File: src/rtl/fetch_unit.sv
// fetch_unit: PC register, instruction-ROM addressing, branch-LUT resolution and IDLE/RUN/HALT sequencer.
// Build option FETCH_ABS_BRANCH_EN: LUT entries are absolute targets; otherwise signed PC-relative offsets.
module fetch_unit #(
    parameter int                 PC_W       = 10,
    parameter int                 INSTR_W    = 9,
    parameter int                 OP_W       = 3,
    parameter int                 LUT_DEPTH  = 8,
    parameter logic [INSTR_W-1:0] HALT_INSTR = 9'h1FF,
    parameter int                 CNT_W      = 16
) (
    input  logic               Clk,
    input  logic               Reset,
    input  logic               Start,
    input  logic [INSTR_W-1:0] Instr,
    input  logic               Branch,
    input  logic               Taken,
    input  logic [2:0]         HowHigh,
    input  logic               LutWe,
    input  logic [2:0]         LutAddr,
    input  logic [PC_W-1:0]    LutData,
    output logic [PC_W-1:0]    PC,
    output logic [OP_W-1:0]    ALUOp,
    output logic               Valid,
    output logic               Done,
    output logic [CNT_W-1:0]   CycleCnt
);

    typedef enum logic [1:0] {
        ST_IDLE = 2'd0,
        ST_RUN  = 2'd1,
        ST_HALT = 2'd2
    } state_e;

    state_e            state_q, state_d;
    logic [PC_W-1:0]   pc_q, pc_d;
    logic [CNT_W-1:0]  cnt_q, cnt_d;
    logic              done_q, done_d;
    logic              valid_q, valid_d;
    logic [PC_W-1:0]   lut_q [LUT_DEPTH];
    logic [PC_W-1:0]   lut_d [LUT_DEPTH];

    logic              is_halt_s;
    logic              br_taken_s;
    logic              lut_wr_en_s;
    logic [PC_W-1:0]   lut_rd_s;
    logic [PC_W-1:0]   br_target_s;

    function automatic logic [CNT_W-1:0] sat_inc(input logic [CNT_W-1:0] v);
        if (v == {CNT_W{1'b1}}) begin
            return v;
        end else begin
            return v + {{(CNT_W-1){1'b0}}, 1'b1};
        end
    endfunction

    assign is_halt_s   = (Instr == HALT_INSTR);
    assign br_taken_s  = Branch && Taken;
    // The table is frozen while a program runs so branch targets cannot change under it.
    assign lut_wr_en_s = LutWe && (state_q != ST_RUN);
    assign lut_rd_s    = lut_q[HowHigh];

`ifdef FETCH_ABS_BRANCH_EN
    assign br_target_s = lut_rd_s;
`else
    assign br_target_s = pc_q + lut_rd_s;
`endif

    // State register.
    always_ff @(posedge Clk or negedge Reset) begin
        if (!Reset) begin
            state_q <= ST_IDLE;
        end else begin
            state_q <= state_d;
        end
    end

    // Next-state logic.
    always_comb begin
        state_d = state_q;
        case (state_q)
            ST_IDLE: begin
                if (Start) state_d = ST_RUN;
                else       state_d = ST_IDLE;
            end
            ST_RUN: begin
                if (is_halt_s) state_d = ST_HALT;
                else           state_d = ST_RUN;
            end
            ST_HALT: begin
                if (Start) state_d = ST_RUN;
                else       state_d = ST_HALT;
            end
            default: state_d = ST_IDLE;
        endcase
    end

    // Datapath next values; a halt instruction outranks a taken branch.
    always_comb begin
        pc_d  = pc_q;
        cnt_d = cnt_q;
        case (state_q)
            ST_IDLE, ST_HALT: begin
                if (Start) begin
                    pc_d  = {PC_W{1'b0}};
                    cnt_d = {CNT_W{1'b0}};
                end else begin
                    pc_d  = pc_q;
                    cnt_d = cnt_q;
                end
            end
            ST_RUN: begin
                cnt_d = sat_inc(cnt_q);
                if (is_halt_s) begin
                    pc_d = pc_q;
                end else if (br_taken_s) begin
                    pc_d = br_target_s;
                end else begin
                    pc_d = pc_q + {{(PC_W-1){1'b0}}, 1'b1};
                end
            end
            default: begin
                pc_d  = {PC_W{1'b0}};
                cnt_d = {CNT_W{1'b0}};
            end
        endcase
        done_d  = (state_d == ST_HALT);
        valid_d = (state_d == ST_RUN);
    end

    // Branch-target table write port.
    always_comb begin
        lut_d = lut_q;
        if (lut_wr_en_s) begin
            lut_d[LutAddr] = LutData;
        end else begin
            lut_d = lut_q;
        end
    end

    // Datapath and table registers.
    always_ff @(posedge Clk or negedge Reset) begin
        if (!Reset) begin
            pc_q    <= {PC_W{1'b0}};
            cnt_q   <= {CNT_W{1'b0}};
            done_q  <= 1'b0;
            valid_q <= 1'b0;
            for (int i = 0; i < LUT_DEPTH; i++) begin
                lut_q[i] <= {PC_W{1'b0}};
            end
        end else begin
            pc_q    <= pc_d;
            cnt_q   <= cnt_d;
            done_q  <= done_d;
            valid_q <= valid_d;
            lut_q   <= lut_d;
        end
    end

    assign PC       = pc_q;
    assign ALUOp    = Instr[INSTR_W-1 -: OP_W];
    assign Valid    = valid_q;
    assign Done     = done_q;
    assign CycleCnt = cnt_q;

endmodule
File: config.mk
export PLATFORM = sky130hd
export DESIGN_NAME = fetch_unit
export DESIGN_NICKNAME = d
export VERILOG_FILES = /design/src/rtl/fetch_unit.sv
export SDC_FILE = /design/constraint.sdc
export NUM_CORES = 1
export LEC_CHECK = 0
export CAP_MARGIN = 20
export CORE_MARGIN = 1.5
export CORE_UTILIZATION = 41
export DETAILED_ROUTE_END_ITERATION = 7
export PLACE_DENSITY = 0.61
export SYNTH_ARGS = -nofsm -noshare
export SYNTH_HDL_FRONTEND = slang
export SYNTH_SLANG_ARGS = --single-unit
File: constraint.sdc
create_clock -name Clk -period 3 [get_ports Clk]
set_clock_uncertainty 0.15 [all_clocks]
set_input_delay 0.3 -clock Clk [delete_from_list [all_inputs] [get_ports Clk]]
set_output_delay 0.3 -clock Clk [all_outputs]
set_load 0.02 [all_outputs]
==> results of run 1 <==
## cell type report
class / instances / area share [%]
Sequential cell: 110 / 40.1
Multi-Input combinational cell: 280 / 37.8
Timing Repair Buffer: 99 / 14.2
Clock buffer: 9 / 3.28
Tap cell: 172 / 3.13
Clock inverter: 7 / 1.22
Inverter: 6 / 0.328
## synthesized netlist by cell type, drive strengths merged (2+ instances only)
library cell  instances
nor2b                 3
buf                  12
nor3                  2
a31oi                 2
mux2i                 9
and3                  3
a21oi                 5
a32o                  2
mux2                 80
nand2                24
ha                   10
nor3b                 3
nand2b                5
o21a                  4
xor2                  9
o21ai                18
inv                   6
mux4                 20
a21o                  4
nand3b                3
or3                   3
nand4                 5
dfrtp               110
xnor2                 6
clkbuf                5
nand3                11
nor2                 30
## state kept, by name, summed over array words and instances (netlist names)
name      count
CycleCnt     16
Done          1
PC           10
Valid         1
lut_q        80
state_q       2
## critical path, cell delays in order (launching register included)
cell,delay [ns]
sky130_fd_sc_hd__dfrtp_1,0.38
sky130_fd_sc_hd__mux4_2,0.46
sky130_fd_sc_hd__mux2i_1,0.15
sky130_fd_sc_hd__nand3_1,0.10
sky130_fd_sc_hd__ha_2,0.18
sky130_fd_sc_hd__inv_1,0.06
sky130_fd_sc_hd__fa_2,0.19
sky130_fd_sc_hd__nor2b_1,0.05
sky130_fd_sc_hd__o21a_1,0.19
sky130_fd_sc_hd__o21ai_2,0.16
sky130_fd_sc_hd__a21oi_1,0.09
sky130_fd_sc_hd__or3_1,0.31
sky130_fd_sc_hd__a32o_1,0.25
## per-layer routing
| metal | wire length (um) | up-vias | global-route usage (%) |
|---|---|---|---|
| met4 | 236 | 0 | 7.39 |
| met5 | 0 | - | 0 |
| met2 | 5700 | 60 | 29.3 |
| met1 | 5450 | 1784 | 23.9 |
| met3 | 374 | 16 | 3.15 |
| li1 | - | 1701 | - |
## through the flow
stage | cells | instance area [um2] | setup slack [ns] | hold slack (ns) | setup TNS (ns)
finish | 683 | 6870 | 0.166 | 0.355 | 0
global route | 683 | 6870 | -0.00175 | 0.373 | -0.00175
CTS | 682 | 6840 | 0.0102 | 0.357 | 0
detailed placement | 663 | 6450 | -0.591 | 0.301 | -2.68
global placement | 663 | 6450 | -0.549 | 0.295 | -2.45
floorplan | 413 | 5440 | 0.00220 | -0.146 | 0
## what timing repair did
item / in CTS / in global routing
pin swaps: 2 / 2
gates resized for setup: 9 / 11
setup buffers: 1 / 1
endpoints found under the setup margin: 3 / 4
hold buffers: 1 / 0
hold endpoints to repair: 62 / 0
cloned: 1 / 0
## worst min path at each step
stage | endpoint | slack, ns | depth (start not counted)
6_report | lut_q[51]$_DFFE_PN0P_ | 0.35 | 1
5_1_grt | lut_q[73]$_DFFE_PN0P_ | 0.37 | 1
4_1_cts | lut_q[55]$_DFFE_PN0P_ | 0.36 | 1
3_5_place_dp | CycleCnt[11]$_DFFE_PN0P_ | 0.30 | 1
3_3_place_gp | CycleCnt[9]$_DFFE_PN0P_ | 0.30 | 1
2_1_floorplan | CycleCnt[0]$_DFFE_PN0P_ | -0.15 | 0
## cells by family after synthesis
logic type / after synthesis
adder cells (fa/ha/maj): 11
AO/OA/AOI/OAI: 49
multiplexers: 109
buffers and inverters: 23
flip-flops: 110
AND/OR/NAND/NOR: 96
XOR/XNOR: 15
## power groups by stage
stage | clock network [W] | registers, W | logic, W
after floorplan | 0 | 0.00226 | 0.000881
after global placement | 0 | 0.00221 | 0.00151
after CTS | 0.00126 | 0.00220 | 0.00158
final | 0.00123 | 0.00220 | 0.00158
after detailed placement | 0 | 0.00223 | 0.00155
after global routing | 0.00132 | 0.00226 | 0.00172
==> flow_metrics.py, run 1 <==
metrics = {
    "run_status": {
        "outcome": "finished clean",
    },
    "layout": {
        "layout.area.seq_um2": 2750,
        "commonest_non_fill_non_tap_cell_in_the_layout": "sky130_fd_sc_hd__dfrtp_1",
        "fin_util_pct": 53.8,
        "antenna-diode-count": 0,
        "post_route_cells_drive_above_1_share_pct": 34.2,
        "flow.area_growth_from_synthesis_pct": 26.8,
        "layout.cells.most_common_list": "sky130_fd_sc_hd__dfrtp_1 (110), sky130_fd_sc_hd__mux2_2 (80), sky130_fd_sc_hd__clkdlybuf4s50_1 (58)",
        "nNetsFinal": 548,
        "multi_input_area_um2": 2600,
        "fillCellCount": 1059,
    },
    "timing": {
        "setup_viol": 0,
        "slew_viol_final": 0,
        "tcrit_tclk_final_pct": 94.5,
        "slew_headroom_pct": 44.1,
        "finalWorstPathRequiredPeriod_ns": 2.83,
        "max_clock_freq_ghz": 0.353,
        "report.final.hold_viol_count": 0,
        "timing_worst_slew_pin_value_ns": 0.839,
    },
    "logic_synthesis": {
        "synth_top_area_share_pct": 50.8,
        "asyncSetResetFlopFracSynth_pct": 100,
        "synthesized_area_fraction_occupied_by_ao_oa_aoi_and_oai_cells_pct": 6.35,
        "post_synth_main_area_contributors": "sky130_fd_sc_hd__dfrtp_1 (51%), sky130_fd_sc_hd__mux2_2 (17%), sky130_fd_sc_hd__mux4_2 (8.3%)",
        "synth_top_family_by_area": "multiplexers",
        "synth-xor-area-share_pct": 2.42,
        "yosys_warnings": 0,
        "syn_area_per_cell_um2": 13.1,
        "yosys-mux-area-fraction_pct": 26.6,
        "synthCells": 413,
        "synth_fa_ha_area_share_pct": 2.68,
        "mappedNetlistNets": 455,
        "synth_cell_types": 54,
        "synthSimpleGateAreaFrac_pct": 9.03,
        "yosys_register_bits": 110,
        "synthesis.area_um2": 5420,
        "synth_ff_type": "sky130_fd_sc_hd__dfrtp_1",
        "number_of_synthesized_flops_with_an_enable_pin": 0,
        "yosys.area.top_type": "sky130_fd_sc_hd__dfrtp_1",
        "seq_area_frac_synth_pct": 50.8,
    },
    "place": {
        "dp.final_hpwl_mm": 8.21,
        "finalWeightedCongestion": 0.778,
        "portBuffers": 61,
    },
    "routing": {
        "drt_iter0_markers": 137,
        "dr_total_vias": 3561,
        "drc": 0,
        "routed_wl_mm": 11.8,
        "drt_first_pass_iters": 4,
        "drt-wirelength-per-cell_um": 17.2,
        "avgViaCountPerCell": 5.21,
        "detail-route-antenna-nets": 0,
    },
    "power_and_ir_drop": {
        "sw_frac_of_total_pct": 31.4,
        "power.combinational.fraction_pct": 31.6,
        "power.total_w": 0.00500,
        "clkPwrFrac_pct": 24.5,
        "static-leakage-power_nw": 3.10,
        "cell_internal_pwr_w": 0.00343,
        "power_per_cell_area_nw_per_um2": 728,
        "netSwitchingPower_w": 0.00157,
        "max-vdd-ir-drop_v": 0.000330,
        "seq_power_share_pct": 43.9,
    },
    "grt": {
        "grt_max_degree": 64,
        "grt_first_pass_wirelength_mm": 19.4,
        "grt_antenna_before_repair": 0,
        "global_route.usage.total_pct": 18.0,
        "grt_pass1_vias": 3727,
        "gr-total-overflow": 0,
    },
    "clock_tree": {
        "htreeDepth": 3,
        "max-clock-path-buffers": 2,
        "number_of_buffers_inserted_during_clock_tree_synthesis": 9,
        "worst_skew_pair.late_latency_ns": 0.37,
        "cts_root_buffer": "sky130_fd_sc_hd__clkbuf_16",
        "clk_pin_slew_ns": 0.09,
        "tritoncts_num_sinks": 110,
        "tritoncts_clock_tree": "yes",
    },
    "floorplanning": {
        "design.core.area_um2": 12800,
        "ioPinCount": 62,
        "height_of_the_die_um": 118,
        "chipWidth_um": 118,
        "die_area_um2": 13900,
        "effective_utilization_at_floorplan_pct": 42.4,
        "rows": 41,
    },
    "critical_path": {
        "cp_data_required_time_ns": 3.10,
        "cp_startpoint_kind": "register",
        "setup.worst_path.end_class": "register",
        "worst_setup_sp": "lut_q[0]$_DFFE_PN0P_",
        "critical_path_class": "register to register",
        "worstPathMaxFanout": 2,
        "timing.critical_path.arrival_ns": 2.94,
        "cp_capture_point": "PC[8]$_DFFE_PN0P_",
        "worstReg2RegStart": "lut_q[0]$_DFFE_PN0P_",
        "worstReg2RegEnd": "PC[8]$_DFFE_PN0P_",
        "reg2reg_setup_slack_ns": 0.17,
        "reg2regPathDepth": 12,
    },
    "worst_hold_path": {
        "min_from": "lut_q[51]$_DFFE_PN0P_",
        "worst_hold_path_type": "register to register",
    },
    "flow_run": {
        "drv.max_cap_violation_count": 0,
    },
}
Note: power is estimated with default switching activity, not from simulation.
==> inputs of run 2 (changes only) <==
--- a/config.mk
+++ b/config.mk
@@ -7,9 +7,9 @@
 export LEC_CHECK = 0
 export CAP_MARGIN = 20
 export CORE_MARGIN = 1.5
-export CORE_UTILIZATION = 41
+export CORE_UTILIZATION = 50
 export DETAILED_ROUTE_END_ITERATION = 7
-export PLACE_DENSITY = 0.61
+export PLACE_DENSITY = 0.72
 export SYNTH_ARGS = -nofsm -noshare
 export SYNTH_HDL_FRONTEND = slang
 export SYNTH_SLANG_ARGS = --single-unit
==> flow_metrics.py, run 2 (synthesized netlist as in run 1, its figures left out) <==
metrics = {
    "routing": {
        "drt_iter0_markers": 132,
        "routed_wl_mm": 11.3,
        "avgViaCountPerCell": 5.59,
        "dr_total_vias": 3569,
        "drc": 0,
        "drt_first_pass_iters": 4,
        "detail-route-antenna-nets": 0,
        "drt-wirelength-per-cell_um": 17.6,
    },
    "critical_path": {
        "timing.critical_path.slowest_stage_cell": "sky130_fd_sc_hd__mux4_2",
        "worst_setup_sp": "lut_q[0]$_DFFE_PN0P_",
        "worst_path_dominant_cell_family": "compound AO/OA/AOI/OAI gates",
        "worstPathMaxFanout": 2,
        "worstReg2RegStart": "lut_q[0]$_DFFE_PN0P_",
        "setup.worst_path.end_class": "register",
        "critPathBufInv": 1,
        "cp_startpoint_kind": "register",
        "timing.critical_path.arrival_ns": 3.03,
        "slowest_delay_ns": 0.48,
        "critical_path_class": "register to register",
        "cp_data_required_time_ns": 3.12,
        "crit_chain": "mux4_2 -> mux2i_2 -> nand3_1 -> ha_2 -> inv_1 -> fa_2 -> nor2b_1 -> o21a_1 -> o21ai_2 -> a21oi_1 -> or3_1 -> a32o_1",
    },
    "clock_tree": {
        "cts_root_buffer": "sky130_fd_sc_hd__clkbuf_8",
        "postCtsSetupRepairBufs": 0,
        "clk_pin_slew_ns": 0.11,
        "worst_skew_pair.late_latency_ns": 0.37,
        "htreeDepth": 3,
        "tritoncts_num_sinks": 110,
        "tritoncts_clock_tree": "yes",
        "number_of_buffers_inserted_during_clock_tree_synthesis": 9,
        "max-clock-path-buffers": 2,
    },
    "grt": {
        "grt_first_pass_wirelength_mm": 18.7,
        "grt_util_met3_pct": 3.28,
        "gr-total-overflow": 0,
        "grt_pass1_vias": 3680,
        "gr-max-usage-layer": "met2",
        "grt_antenna_before_repair": 0,
        "global_route.usage.total_pct": 21.2,
        "use_met1_pct": 28.5,
        "grt.met2_usage_pct": 34.3,
        "grt_max_degree": 88,
    },
    "layout": {
        "post_route_cells_drive_above_1_share_pct": 32.2,
        "nNetsFinal": 540,
        "commonest_non_fill_non_tap_cell_in_the_layout": "sky130_fd_sc_hd__dfrtp_1",
        "finalInstanceArea_um2": 6610,
        "layout.cells.most_common_list": "sky130_fd_sc_hd__dfrtp_1 (110), sky130_fd_sc_hd__mux2_2 (80), sky130_fd_sc_hd__clkdlybuf4s50_1 (58)",
        "flow.area_growth_from_synthesis_pct": 22.0,
        "antenna-diode-count": 0,
        "largest_register_by_flop_count": "lut_q",
        "number_of_flip_flops_in_the_largest_register": 80,
    },
    "power_and_ir_drop": {
        "cell_internal_pwr_w": 0.00333,
        "seq_power_share_pct": 46.3,
        "power_per_cell_area_nw_per_um2": 723,
        "clkPwrFrac_pct": 21.2,
        "power.combinational.fraction_pct": 32.6,
        "netSwitchingPower_w": 0.00145,
        "static-leakage-power_nw": 3.00,
        "max-vdd-ir-drop_v": 0.000361,
        "power.total_w": 0.00478,
        "sw_frac_of_total_pct": 30.3,
    },
    "flow_run": {
        "drv.max_cap_violation_count": 0,
    },
    "timing": {
        "finalWorstPathRequiredPeriod_ns": 2.91,
        "timing_worst_slew_pin_value_ns": 0.699,
        "grt_setup_unrepaired": "true",
        "report.final.hold_viol_count": 0,
        "slew_headroom_pct": 53.3,
        "setup_viol": 0,
        "tcrit_tclk_final_pct": 97.0,
        "max_clock_freq_ghz": 0.344,
        "slew_viol_final": 0,
    },
    "floorplanning": {
        "rows": 37,
        "design.core.area_um2": 10400,
        "height_of_the_die_um": 107,
        "die_area_um2": 11500,
        "chipWidth_um": 107,
        "effective_utilization_at_floorplan_pct": 52.0,
        "ioPinCount": 62,
    },
    "worst_hold_path": {
        "worst_hold_path_type": "primary input to async pin",
    },
    "run_status": {
        "outcome": "finished clean",
    },
    "place": {
        "placed_cell_area_um2": 6350,
        "dp.final_hpwl_mm": 8.05,
        "portBuffers": 61,
        "finalWeightedCongestion": 0.842,
    },
}
[run 2: changes by cell type in the layout (fill, tap and decap cells not counted), sizes merged]
cell / previous run / this run
buf: 37 / 30
clkbuf: 10 / 13
clkinv: 3 / 0
inv: 10 / 7
bufinv: 0 / 2
bufbuf: 1 / 0
clkinvlp: 0 / 1
[run 2: layout make-up]
cell class	count	area, um2
Fill cell	796	3800
Multi-Input combinational cell	280	2570
Tap cell	136	170
Clock inverter	4	76.3
Inverter	6	22.5
Clock buffer	12	155
Sequential cell	110	2750
Timing Repair Buffer	91	866
[run 2: routing by layer]
metal	up-vias	wire length, um	part of all wire, %
li1	1686	-	-
met1	1796	5190	46
met2	71	5490	49
met3	16	402	3.6
met4	0	179	1.6
met5	-	0	0
[run 2: what timing repair did]
item	4_1_cts	5_1_grt
pin swaps	0	2
endpoints found under the hold margin	23	0
setup endpoints to repair	6	4
resized for setup	5	9
hold buffers	1	0
[run 2: final timing paths]
path,endpoint,slack (ns),cells after the start
setup / recovery,PC[8]$_DFFE_PN0P_,0.09,12
hold / removal,PC[2]$_DFFE_PN0P_,0.21,2
setup reg to reg,PC[8]$_DFFE_PN0P_,0.09,12
hold reg to reg,lut_q[48]$_DFFE_PN0P_,0.36,1
max in group asynchronous,lut_q[45]$_DFFE_PN0P_,1.71,3
min in group Clk,lut_q[48]$_DFFE_PN0P_,0.36,1
[run 2: power by group through the flow]
stage	clock [W]	combinational (W)	sequential (W)
after global placement	0	0.00149	0.00222
after detailed placement	0	0.00155	0.00224
final	0.00101	0.00156	0.00221
after floorplan	0	0.000881	0.00226
after global routing	0.00110	0.00171	0.00227
after CTS	0.00104	0.00156	0.00221
[run 2: metrics by stage]
| stage | setup WS (ns) | std cells | utilization (%) | hold slack [ns] | TNS, ns |
|---|---|---|---|---|---|
| 6_report | 0.0903 | 639 | 63.5 | 0.214 | 0 |
| 5_1_grt | -0.112 | 639 | 63.5 | 0.240 | -0.219 |
| 4_1_cts | 0.0157 | 639 | 63.3 | 0.206 | 0 |
| 3_5_place_dp | -0.731 | 622 | 60.9 | 0.0814 | -3.64 |
| 3_3_place_gp | -0.617 | 622 | 60.9 | 0.0751 | -3.20 |
| 2_1_floorplan | 0.00220 | 413 | - | -0.146 | 0 |
[run 2: worst reg2reg max path: cells and delay by family, from the launching register on]
family | cells | cell delay, ns
and+or+nand+nor | 3 | 0.47
muxes | 2 | 0.67
adders and majority gates | 2 | 0.38
AOI/OAI and AO/OA | 4 | 0.69
buffers and inverters | 1 | 0.07
DFF | 1 | 0.39
